[src/rtl/writeback_stage.sv]
// Final pipeline stage: W register with valid/ready, stall and flush, result
// selection with load extension, register-file write port and retired counter.
module writeback_stage #(
  parameter int XLEN  = 32,
  parameter int CNT_W = 64
) (
  input  logic                       clk,
  input  logic                       rst,
  input  logic                       m_valid,
  output logic                       m_ready,
  input  logic                       stall,
  input  logic                       flush,
  input  logic [1:0]                 ResultSrcM,
  input  logic [2:0]                 LoadTypeM,
  input  logic [$clog2(XLEN/8)-1:0]  ByteOffM,
  input  logic                       RegWriteM,
  input  logic [4:0]                 RdM,
  input  logic [XLEN-1:0]            ALU_ResultM,
  input  logic [XLEN-1:0]            ReadDataM,
  input  logic [XLEN-1:0]            PCPlus4M,
  input  logic [XLEN-1:0]            ImmExtM,
  output logic [XLEN-1:0]            ResultW,
  output logic [4:0]                 RdW,
  output logic                       RegWriteW,
  output logic                       wb_valid,
  output logic [CNT_W-1:0]           instret
);

  localparam int OFF_W = $clog2(XLEN/8);
  localparam logic [OFF_W-1:0] H_MASK = ~OFF_W'(1);
  localparam logic [OFF_W-1:0] W_MASK = ~OFF_W'(3);

  logic              valid_q;
  logic [1:0]        src_q;
  logic [2:0]        ltype_q;
  logic [OFF_W-1:0]  off_q;
  logic              regwrite_q;
  logic [4:0]        rd_q;
  logic [XLEN-1:0]   alu_q, rdata_q, pc4_q, imm_q;
  logic [CNT_W-1:0]  instret_q;

  assign m_ready = !stall;

  always_ff @(posedge clk) begin
    if (!rst) begin
      valid_q    <= 1'b0;
      src_q      <= '0;
      ltype_q    <= '0;
      off_q      <= '0;
      regwrite_q <= 1'b0;
      rd_q       <= '0;
      alu_q      <= '0;
      rdata_q    <= '0;
      pc4_q      <= '0;
      imm_q      <= '0;
    end else if (flush) begin
      // Data fields are left as-is; only the valid bit matters once killed.
      valid_q    <= 1'b0;
    end else if (!stall) begin
      valid_q    <= m_valid;
      src_q      <= ResultSrcM;
      ltype_q    <= LoadTypeM;
      off_q      <= ByteOffM;
      regwrite_q <= RegWriteM;
      rd_q       <= RdM;
      alu_q      <= ALU_ResultM;
      rdata_q    <= ReadDataM;
      pc4_q      <= PCPlus4M;
      imm_q      <= ImmExtM;
    end
  end

  // An instruction retires on the edge it leaves W, so a stall never double-counts.
  always_ff @(posedge clk) begin
    if (!rst) begin
      instret_q <= '0;
    end else if (valid_q && !stall) begin
      instret_q <= instret_q + CNT_W'(1);
    end
  end

  logic [XLEN-1:0] sh_b, sh_h, sh_w, load_ext;
  logic [7:0]      b_v;
  logic [15:0]     h_v;
  logic [31:0]     w_v;

  always_comb begin
    sh_b = rdata_q >> {off_q, 3'b000};
    sh_h = rdata_q >> {off_q & H_MASK, 3'b000};
    sh_w = rdata_q >> {off_q & W_MASK, 3'b000};
    b_v  = sh_b[7:0];
    h_v  = sh_h[15:0];
    w_v  = sh_w[31:0];
    load_ext = rdata_q;
    case (ltype_q)
      3'b000: load_ext = XLEN'($signed(b_v));
      3'b100: load_ext = XLEN'(b_v);
      3'b001: load_ext = XLEN'($signed(h_v));
      3'b101: load_ext = XLEN'(h_v);
      3'b010: load_ext = XLEN'($signed(w_v));
      3'b110: if (XLEN == 64) load_ext = XLEN'(w_v);
      default: load_ext = rdata_q;
    endcase
  end

  always_comb begin
    ResultW = alu_q;
    case (src_q)
      2'b00: ResultW = alu_q;
      2'b01: ResultW = load_ext;
      2'b10: ResultW = pc4_q;
      2'b11: ResultW = imm_q;
      default: ResultW = alu_q;
    endcase
  end

  assign RdW       = rd_q;
  assign wb_valid  = valid_q;
  assign RegWriteW = valid_q && regwrite_q && (rd_q != 5'd0);
  assign instret   = instret_q;

endmodule

[config.mk]
export PLATFORM = sky130hd
export DESIGN_NAME = writeback_stage
export DESIGN_NICKNAME = d
export VERILOG_FILES = /design/src/rtl/writeback_stage.sv
export SDC_FILE = /design/constraint.sdc
export NUM_CORES = 1
export LEC_CHECK = 0
export BUFFER_PORTS_ARGS = -buffer_cell sky130_fd_sc_hd__clkbuf_2
export CAP_MARGIN = 20
export CORE_AREA = 2 2 186 188
export CTS_CLUSTER_DIAMETER = 60
export DETAILED_ROUTE_END_ITERATION = 12
export DIE_AREA = 0 0 188 190
export PLACE_DENSITY = 0.6
export SLEW_MARGIN = 20
export SYNTH_ARGS = -nofsm -noshare
export SYNTH_HDL_FRONTEND = slang
export SYNTH_SLANG_ARGS = --single-unit
export TNS_END_PERCENT = 20
[constraint.sdc]
create_clock -name clk -period 2.2 [get_ports clk]
set_input_delay 0.33 -clock clk [delete_from_list [all_inputs] [get_ports clk]]
set_output_delay 0.33 -clock clk [all_outputs]
set_load 0.02 [all_outputs]
==> results of run 1 <==
-- state kept, by name, summed over array words and instances, names as in the netlist --
name and flops:
imm_q 32, ltype_q 3, rdata_q 32, off_q 2, regwrite_q 1, src_q 2, wb_valid 1, pc4_q 32
RdW 5, instret 64, alu_q 32
-- synth_stat cells, types with 3 or more instances --
library cell,instances
sky130_fd_sc_hd__nand2_1,309
sky130_fd_sc_hd__dfxtp_1,206
sky130_fd_sc_hd__a21boi_0,147
sky130_fd_sc_hd__clkbuf_1,76
sky130_fd_sc_hd__and2_1,31
sky130_fd_sc_hd__a21oi_1,29
sky130_fd_sc_hd__nand3_1,29
sky130_fd_sc_hd__mux2i_1,27
sky130_fd_sc_hd__nand4_1,22
sky130_fd_sc_hd__xnor2_1,22
sky130_fd_sc_hd__a211oi_1,21
sky130_fd_sc_hd__o21ai_0,20
sky130_fd_sc_hd__inv_1,17
sky130_fd_sc_hd__nor2_1,17
sky130_fd_sc_hd__o22a_1,17
sky130_fd_sc_hd__nand2b_1,16
sky130_fd_sc_hd__o31ai_1,15
sky130_fd_sc_hd__mux2_2,14
sky130_fd_sc_hd__or3_1,12
sky130_fd_sc_hd__a21boi_1,11
sky130_fd_sc_hd__nor3_1,11
sky130_fd_sc_hd__a221oi_1,10
sky130_fd_sc_hd__xor2_1,9
sky130_fd_sc_hd__o211ai_1,8
sky130_fd_sc_hd__o22ai_1,8
sky130_fd_sc_hd__or4_1,8
sky130_fd_sc_hd__a22oi_1,7
sky130_fd_sc_hd__a221o_1,6
sky130_fd_sc_hd__buf_1,6
sky130_fd_sc_hd__nor2b_1,6
sky130_fd_sc_hd__o21a_1,6
sky130_fd_sc_hd__o311ai_0,5
sky130_fd_sc_hd__and3_1,4
sky130_fd_sc_hd__nor4_4,4
sky130_fd_sc_hd__o41ai_1,4
sky130_fd_sc_hd__a21o_1,3
sky130_fd_sc_hd__buf_2,3
sky130_fd_sc_hd__nand4_2,3
-- where the power goes --
group	switching (µW)	internal (µW)
combinational	590	505
clock	1820	2760
sequential	93.0	3850
total	2510	7120
-- cell families after synthesis --
| kind of cell | share of synthesized area [%] |
|---|---|
| XOR/XNOR | 2.73 |
| multiplexers | 4.76 |
| AND/OR/NAND/NOR | 23.3 |
| buffers and inverters | 3.96 |
| flip-flops | 41.5 |
| AO/OA/AOI/OAI | 23.6 |
| adder cells (fa/ha/maj) | 0.126 |
-- layer usage --
layer  vias to the layer above  share of wire (%)  GRT usage (%)
li1                       4775                  -              -
met1                      4627                 46           24.9
met2                       305                 44           28.6
met3                        79                5.7           3.34
met4                         2                3.9           7.63
met5                         -              0.026              0
-- layout make-up --
class                   instances  area [µm²]  share of cell area (%)
multi-input cells             883        5590                    41.0
flip-flops and latches        206        4130                    30.3
repair buffers                345        2300                    16.9
clock buffers                  36         772                    5.67
well taps                     455         569                    4.18
clock inverters                18         176                    1.30
inverters                      17        63.8                   0.469
diodes                          5        12.5                  0.0919
-- metrics by stage --
step / instance area (µm²) / util, %
2_1_floorplan: 9960 / -
3_3_place_gp: 12200 / 35.8
3_5_place_dp: 12200 / 35.8
4_1_cts: 13600 / 39.9
5_1_grt: 13600 / 40.1
6_report: 13600 / 40.1
-- worst max-delay path, delay by kind of cell, from the launching register on --
family | cells | cell delay (ns)
buf+inv | 2 | 0.29
compound gates | 1 | 0.07
flops | 1 | 0.36
simple gates | 1 | 0.11
mux | 2 | 0.98
-- timing repair --
item / 4_1_cts / 5_1_grt
pin swaps: 5 / 2
endpoints found under the setup margin: 32 / 44
gates resized for setup: 61 / 17
hold endpoints to repair: 13 / 0
buffers inserted: 2 / 0
cloned: 1 / 0
hold buffers: 13 / 0
-- worst max path at each step --
| stage | start | to | slack [ns] | cells after the start |
|---|---|---|---|---|
| CTS | off_q[0] | ResultW[24] | -0.49 | 9 |
| global placement | off_q[0] | ResultW[0] | 0.01 | 6 |
| finish | off_q[0] | ResultW[0] | -0.48 | 6 |
| detailed placement | off_q[1] | ResultW[3] | -0.02 | 7 |
| floorplan | src_q[0] | ResultW[11] | 0.03 | 5 |
| global route | off_q[0] | ResultW[17] | -0.62 | 9 |
==> flow_metrics.py, run 1 <==
metrics = {
    "timing": {
        "tightestPinTransition_ns": 0.591,
        "final.setup.worst_slack_ns": -0.479,
        "setup_violations": 32,
        "final_hold_slack_ns": 0.0233,
        "worst_clock_skew_ns": 0.0109,
        "fin_setup_tns_ns": -12.79,
        "min_cycle_time_layout_ns": 2.68,
        "rsz_0062_raised_after_global_routing": "true",
        "timing.max_slew.rel_slack_pct": 60.6,
        "finalHoldViolCount": 0,
        "timing.final.max_slew_violations": 0,
        "fmax_mhz": 373,
        "layout_worst_path_cycle_share_pct": 122,
    },
    "yosys": {
        "synth-main-ff-cell": "sky130_fd_sc_hd__dfxtp_1",
        "async_flop_share_pct": 0,
        "avgSynthCellArea_um2": 8.34,
        "synthDistinctLibCells": 55,
        "synth.cell_area_mm2": 0.00994,
        "seq_area_frac_synth_pct": 41.5,
        "syn-num-nets": 1339,
        "synth_area_leaders": "sky130_fd_sc_hd__dfxtp_1, sky130_fd_sc_hd__nand2_1, sky130_fd_sc_hd__a21boi_0",
        "yosys_reg_bits": 206,
        "synth_top_cell_area_share_pct": 41.5,
        "synth_edf_count": 0,
        "total_number_of_yosys_warnings": 0,
        "synth_area_leader_cell": "sky130_fd_sc_hd__dfxtp_1",
        "post_synth_inst_count": 1192,
    },
    "worst_setup_path": {
        "cp_max_fo": 3,
        "regToRegEndpoint": "instret[60]",
        "timing.critical_path.from_type": "register",
        "crit_chain": "buf_6 -> mux4_2 -> nor3_2 -> a221oi_1 -> mux4_2 -> clkbuf_8",
        "worstSetupEndpointType": "primary output",
        "worst-setup-path-type": "reg2out",
        "worst-r2r-cell-count": 7,
        "cp_slowest_cell": "sky130_fd_sc_hd__mux4_2",
        "slowest_stage_delay_on_critical_path_ns": 0.49,
        "critical_path.reg2reg.startpoint": "instret[1]",
        "critical_path_required_ns": 1.87,
        "cp.arrival_ns": 2.35,
        "setup.reg_to_reg.worst_slack_ns": 0.11,
        "cpMostUsedCell": "sky130_fd_sc_hd__mux4_2",
    },
    "power_and_ir_drop": {
        "design_power_total_uw": 9620,
        "powerDensity_mw_per_mm2": 707,
        "power.ir.vdd_worst_mv": 0.533,
        "power_leakage_uw": 0.00542,
    },
    "place": {
        "dp_hpwl_um": 24800,
        "port_buffers": 249,
        "preCtsSetupSlack_ns": -0.0200,
        "place.detailed.instances": 1890,
        "gp_congestion": 0.930,
    },
    "grt": {
        "grt_overflow_total": 0,
        "grt_pass1_wl_um": 52100,
        "number_of_global_route_vias_before_repair": 9346,
        "grt_util_all_layers_pct": 18.3,
        "maximum_number_of_pins_on_one_net_before_global_route_repair": 86,
        "grt_antenna_before_repair": 6,
    },
    "clock_tree": {
        "cts_tree": "done",
        "cts-root-to-sink-buffers": 3,
        "cts_made_buffers": 29,
        "cts_root_buffer": "sky130_fd_sc_hd__clkbuf_16",
        "cts.clk_slew.worst_paths_ns": 0.06,
        "cts_htree_levels": 1,
        "insertion_delay_ns": 0.54,
        "cts_num_sinks": 206,
    },
    "routing": {
        "drtAntennaViolNets": 0,
        "post_drt_wl_per_cell_um": 17.3,
        "dr.first_iter.drc_count": 540,
        "drt-pass1-iter-count": 5,
        "drt-vias-per-instance": 4.98,
        "total_number_of_vias": 9788,
        "drt_wl_total_um": 34000,
        "detail_route.drc_violations": 0,
    },
    "run_status": {
        "status": "finished with violations",
        "failed_checks": "setup timing",
    },
    "floorplan": {
        "placeableCoreArea_mm2": 0.0339,
        "core.rowCount": 68,
        "boundaryPins": 250,
        "initial_core_util_pct": 29.3,
        "die_x_um": 188,
        "die-area_mm2": 0.0357,
        "dieHeight_um": 190,
    },
    "flow_run": {
        "timing.max_cap.violations": 0,
    },
    "finish": {
        "stdcell_count": 1965,
        "filler_cells": 3497,
        "most_frequent_standard_cell_in_the_layout_excluding_fill_and_tap_cells": "sky130_fd_sc_hd__nand2_1",
        "final_layout_size_suffix_gt1_share_pct": 29.1,
        "area_growth_syn_to_layout_pct": 37.0,
        "layout.cells.most_common_list": "sky130_fd_sc_hd__nand2_1, sky130_fd_sc_hd__clkbuf_2, sky130_fd_sc_hd__dfxtp_1",
        "net_count_reported_at_finish": 1629,
    },
    "min_path": {
        "whs_endpoint": "rdata_q[26]",
        "worstHoldPathCells": 3,
        "min-delay-start": "ReadDataM[26]",
        "hold_path_class": "in2reg",
    },
}
Power figures use the tool's default switching activity.
==> run 2, diff against run 1 <==
--- a/config.mk
+++ b/config.mk
@@ -12,6 +12,7 @@
 export DETAILED_ROUTE_END_ITERATION = 12
 export DIE_AREA = 0 0 188 190
 export PLACE_DENSITY = 0.6
+export SKIP_LAST_GASP = 1
 export SLEW_MARGIN = 20
 export SYNTH_ARGS = -nofsm -noshare
 export SYNTH_HDL_FRONTEND = slang
==> run 2 against run 1 <==
The run still ends with setup timing left. Critical path type unchanged. Routed wire length is 0.35% lower. Register-to-register slack worse by 0.02 ns. Sequential power hardly changed. Critical path depth is 1 higher. Via count is 0.82% lower. Design area is 1.2% lower. Largest power group unchanged. Non-clock buffer count stayed put. Highest routed layer unchanged.
==> flow_metrics.py, run 2 (synthesized netlist as in run 1, its figures left out) <==
metrics = {
    "run_status": {
        "status": "finished with violations",
        "failed_checks": "setup timing",
    },
    "routing": {
        "drtAntennaViolNets": 0,
        "drt_wl_total_um": 33900,
        "total_number_of_vias": 9708,
        "drt-vias-per-instance": 4.94,
        "dr.first_iter.drc_count": 560,
        "post_drt_wl_per_cell_um": 17.3,
        "detail_route.drc_violations": 0,
        "drt-pass1-iter-count": 5,
    },
    "worst_setup_path": {
        "timing.critical_path.from_type": "register",
        "crit_chain": "mux2i_1 -> mux2i_1 -> a21oi_1 -> buf_4 -> nor2b_1 -> a221oi_1 -> clkbuf_2",
        "critical_path_required_ns": 1.87,
        "worst-r2r-cell-count": 7,
        "cp.arrival_ns": 2.35,
        "cpMostUsedCell": "sky130_fd_sc_hd__mux2i_1",
        "cp_max_fo": 3,
        "worstSetupEndpointType": "primary output",
        "cp_slowest_cell": "sky130_fd_sc_hd__a221oi_1",
        "worst-setup-path-type": "reg2out",
        "slowest_stage_delay_on_critical_path_ns": 0.45,
        "setup.reg_to_reg.worst_slack_ns": 0.09,
    },
    "power_and_ir_drop": {
        "powerDensity_mw_per_mm2": 712,
        "power_leakage_uw": 0.00537,
        "power.ir.vdd_worst_mv": 0.532,
    },
    "clock_tree": {
        "cts_htree_levels": 1,
        "cts-root-to-sink-buffers": 3,
        "insertion_delay_ns": 0.54,
        "cts.clk_slew.worst_paths_ns": 0.06,
        "cts_root_buffer": "sky130_fd_sc_hd__clkbuf_16",
        "cts_num_sinks": 206,
        "cts_made_buffers": 29,
        "cts_tree": "done",
    },
    "finish": {
        "most_frequent_standard_cell_in_the_layout_excluding_fill_and_tap_cells": "sky130_fd_sc_hd__nand2_1",
        "postLayoutCoreUtil_pct": 39.6,
        "net_count_reported_at_finish": 1629,
        "area_growth_syn_to_layout_pct": 35.3,
        "max_reg_flops": 64,
        "finalInstanceArea_mm2": 0.0135,
        "final_layout_size_suffix_gt1_share_pct": 28.4,
        "layout.cells.most_common_list": "sky130_fd_sc_hd__nand2_1, sky130_fd_sc_hd__clkbuf_2, sky130_fd_sc_hd__dfxtp_1",
    },
    "floorplan": {
        "core.rowCount": 68,
        "die-area_mm2": 0.0357,
        "placeableCoreArea_mm2": 0.0339,
        "dieHeight_um": 190,
        "initial_core_util_pct": 29.3,
        "boundaryPins": 250,
        "die_x_um": 188,
    },
    "timing": {
        "final.setup.worst_slack_ns": -0.483,
        "finalHoldViolCount": 0,
        "setup_violations": 32,
        "timing.final.max_slew_violations": 0,
        "layout_worst_path_cycle_share_pct": 122,
        "timing.max_slew.rel_slack_pct": 61.5,
        "worst_clock_skew_ns": 0.0113,
        "min_cycle_time_layout_ns": 2.68,
        "fmax_mhz": 373,
        "tightestPinTransition_ns": 0.578,
        "rsz_0062_raised_after_global_routing": "true",
    },
    "grt": {
        "grt_pass1_wl_um": 51900,
        "maximum_number_of_pins_on_one_net_before_global_route_repair": 86,
        "grt_overflow_total": 0,
        "number_of_global_route_vias_before_repair": 9295,
        "grt_antenna_before_repair": 6,
        "grt_util_all_layers_pct": 18.3,
    },
    "place": {
        "dpl_cell_area_mm2": 0.0122,
        "gp_congestion": 0.930,
        "port_buffers": 249,
        "dp_hpwl_um": 24800,
    },
    "flow_run": {
        "timing.max_cap.violations": 0,
    },
    "min_path": {
        "hold_path_class": "in2reg",
        "worstHoldPathCells": 3,
    },
}
## run 2: changes by cell type in the layout (fill, tap and decap cells not counted), sizes merged
cell | before | now
buf | 90 | 91
clkbuf | 278 | 277
## run 2: metrics by stage
stage          setup slack, ns  cells  hold slack [ns]  TNS, ns  total power [µW]
3_3_place_gp            0.0120   1890            0.447        0              5000
2_1_floorplan           0.0337   1192            0.406        0              4550
4_1_cts                 -0.489   1960         0.000318   -13.93              9670
3_5_place_dp           -0.0200   1890            0.455  -0.0200              5010
5_1_grt                 -0.622   1965          0.00903   -18.21              9950
6_report                -0.483   1965           0.0234   -13.25              9580
## run 2: critical path: cells and delay by family, from the launching register on
kind	cells	cell delay [ns]
DFF	1	0.34
muxes	2	0.32
and+or+nand+nor	1	0.15
buffers and inverters	2	0.43
AOI/OAI and AO/OA	2	0.57
## run 2: worst paths after layout
| path | to | startpoint |
|---|---|---|
| worst max-delay path | ResultW[11] | off_q[0] |
| worst max register to register | instret[45] | instret[11] |
| worst min-delay path | pc4_q[30] | PCPlus4M[30] |
| worst min register to register | pc4_q[29] | pc4_q[29] |
## run 2: repair_timing
| item | CTS | global route |
|---|---|---|
| cloned | 1 | 0 |
| hold buffers | 13 | 0 |
| pin swaps | 4 | 0 |
| resized for setup | 30 | 19 |
| endpoints found under the hold margin | 13 | 0 |
| setup buffers | 2 | 0 |
| endpoints found under the setup margin | 32 | 44 |
## run 2: report_power, final
part           internal, µW  leakage [µW]  switching, µW
Combinational           471       0.00322            580
Clock                  2760      0.000468           1820
Sequential             3850       0.00168           92.8
## run 2: metal layers
metal	GRT usage (%)	up-vias	share of wire, %
met5	0	-	0.027
met4	7.63	2	3.8
met3	3.23	72	5.8
met2	28.4	307	44
met1	25.0	4549	46
li1	-	4778	-
## run 2: layout make-up
class | count | area, µm²
clock inverters | 18 | 176
multi-input cells | 883 | 5520
clock buffers | 36 | 772
repair buffers | 345 | 2220
fillers | 3523 | 20500
diodes | 5 | 12.5
flip-flops and latches | 206 | 4130
well taps | 455 | 569
inverters | 17 | 63.8
==> run 3, diff against run 2 <==
--- a/config.mk
+++ b/config.mk
@@ -7,11 +7,11 @@
 export LEC_CHECK = 0
 export BUFFER_PORTS_ARGS = -buffer_cell sky130_fd_sc_hd__clkbuf_2
 export CAP_MARGIN = 20
-export CORE_AREA = 2 2 186 188
-export CTS_CLUSTER_DIAMETER = 60
+export CORE_AREA = 2 2 195 178
+export CTS_CLUSTER_DIAMETER = 50
 export DETAILED_ROUTE_END_ITERATION = 12
-export DIE_AREA = 0 0 188 190
-export PLACE_DENSITY = 0.6
+export DIE_AREA = 0 0 197 180
+export PLACE_DENSITY = 0.61
 export SKIP_LAST_GASP = 1
 export SLEW_MARGIN = 20
 export SYNTH_ARGS = -nofsm -noshare
==> run 3 against run 2 <==
Power up 5.7%. Design area up 4.5%. Clock skew rose by 0.0012 ns. Routed wire length is 0.34% higher. The flow still finishes with violations (setup timing). Setup slack worse by 0.050 ns. Largest power group unchanged. Highest routed layer is now met4.
==> flow_metrics.py, run 3 (synthesized netlist as in run 1, its figures left out) <==
metrics = {
    "clock_tree": {
        "cts_htree_levels": 1,
        "cts_num_sinks": 206,
        "cts-root-to-sink-buffers": 3,
        "cts_made_buffers": 30,
        "cts_root_buffer": "sky130_fd_sc_hd__clkbuf_16",
        "cts.clk_slew.worst_paths_ns": 0.06,
        "insertion_delay_ns": 0.55,
        "cts_tree": "done",
    },
    "finish": {
        "area_growth_syn_to_layout_pct": 41.4,
        "final_layout_size_suffix_gt1_share_pct": 27.0,
        "max_reg_flops": 64,
        "net_count_reported_at_finish": 1684,
        "most_frequent_standard_cell_in_the_layout_excluding_fill_and_tap_cells": "sky130_fd_sc_hd__nand2_1",
        "postLayoutCoreUtil_pct": 42.0,
        "layout.cells.most_common_list": "sky130_fd_sc_hd__nand2_1, sky130_fd_sc_hd__clkbuf_2, sky130_fd_sc_hd__dfxtp_1",
        "finalInstanceArea_mm2": 0.0141,
    },
    "timing": {
        "tightestPinTransition_ns": 0.550,
        "layout_worst_path_cycle_share_pct": 124,
        "final.setup.worst_slack_ns": -0.533,
        "timing.max_slew.rel_slack_pct": 63.3,
        "finalHoldViolCount": 0,
        "min_cycle_time_layout_ns": 2.73,
        "fmax_mhz": 366,
        "rsz_0062_raised_after_global_routing": "true",
        "timing.final.max_slew_violations": 0,
        "setup_violations": 32,
        "worst_clock_skew_ns": 0.0125,
    },
    "place": {
        "port_buffers": 249,
        "gp_congestion": 0.941,
        "dp_hpwl_um": 24500,
        "dpl_cell_area_mm2": 0.0120,
    },
    "min_path": {
        "hold_path_class": "in2reg",
    },
    "power_and_ir_drop": {
        "powerDensity_mw_per_mm2": 720,
        "power_leakage_uw": 0.00562,
        "power.ir.vdd_worst_mv": 0.527,
    },
    "routing": {
        "drt-pass1-iter-count": 5,
        "dr.first_iter.drc_count": 679,
        "detail_route.drc_violations": 0,
        "drt-vias-per-instance": 4.99,
        "drt_wl_total_um": 34000,
        "post_drt_wl_per_cell_um": 17.1,
        "total_number_of_vias": 9932,
        "drtAntennaViolNets": 0,
    },
    "floorplan": {
        "boundaryPins": 250,
        "core.rowCount": 64,
        "dieHeight_um": 180,
        "die-area_mm2": 0.0355,
        "placeableCoreArea_mm2": 0.0335,
        "die_x_um": 197,
        "initial_core_util_pct": 29.7,
    },
    "grt": {
        "maximum_number_of_pins_on_one_net_before_global_route_repair": 115,
        "grt_pass1_wl_um": 52600,
        "grt_overflow_total": 0,
        "grt_antenna_before_repair": 1,
        "number_of_global_route_vias_before_repair": 9308,
        "grt_util_all_layers_pct": 18.7,
    },
    "worst_setup_path": {
        "cp.arrival_ns": 2.40,
        "cp_max_fo": 5,
        "worst-setup-path-type": "reg2out",
        "critical_path_required_ns": 1.87,
        "timing.critical_path.from_type": "register",
        "worstSetupEndpointType": "primary output",
    },
    "run_status": {
        "status": "finished with violations",
        "failed_checks": "setup timing",
    },
    "flow_run": {
        "timing.max_cap.violations": 0,
    },
}
## run 3: worst paths after layout
path,from,end,slack [ns],cells past startpoint
hold reg to reg,pc4_q[4],pc4_q[4],0.46,2
setup / recovery,off_q[0],ResultW[0],-0.53,6
hold / removal,ImmExtM[4],imm_q[4],0.02,3
setup reg to reg,instret[20],instret[63],0.02,6
## run 3: where the power goes
part | switching (µW) | leakage [µW] | internal, µW
Clock | 1960 | 0.000517 | 3080
Sequential | 92.6 | 0.00168 | 3850
Combinational | 590 | 0.00343 | 546
## run 3: repair_timing
action	CTS	global route
cloned	1	0
hold endpoints to repair	74	0
setup buffers	5	1
resized for setup	39	12
hold buffers	74	0
pin swaps	3	0
setup endpoints to repair	32	50
## run 3: area by class of cell
type | count | area [µm²]
antenna | 1 | 2.50
clock inverter | 20 | 236
multi-input combinational | 883 | 5480
tap | 429 | 537
inverter | 17 | 63.8
clock buffer | 36 | 825
fill | 3329 | 19400
timing repair buffer | 399 | 2790
sequential | 206 | 4140
## run 3: critical path: stages (launching register included)
cell	delay (ns)
sky130_fd_sc_hd__dfxtp_4	0.38
sky130_fd_sc_hd__buf_4	0.11
sky130_fd_sc_hd__mux4_2	0.47
sky130_fd_sc_hd__nor3_1	0.15
sky130_fd_sc_hd__a221oi_1	0.08
sky130_fd_sc_hd__mux4_2	0.48
sky130_fd_sc_hd__clkbuf_2	0.17
## run 3: per-stage QoR
step / setup slack, ns / setup TNS (ns) / hold WS (ns) / cells / power (µW)
global placement: -0.0803 / -0.272 / 0.449 / 1855 / 4980
floorplan: 0.0337 / 0 / 0.406 / 1192 / 4550
detailed placement: -0.149 / -0.792 / 0.455 / 1855 / 4990
finish: -0.533 / -13.75 / 0.0178 / 1991 / 10100
global route: -0.604 / -18.93 / 0.00898 / 1991 / 10500
CTS: -0.497 / -14.86 / 0.000447 / 1991 / 10200
## run 3: metal layers
metal / track usage (%) / vias up / wire length (µm)
met2: 29.7 / 299 / 15300
met1: 25.9 / 4674 / 16000
li1: - / 4899 / -
met3: 3.40 / 60 / 1850
met4: 4.99 / 0 / 798
met5: 0 / - / 0
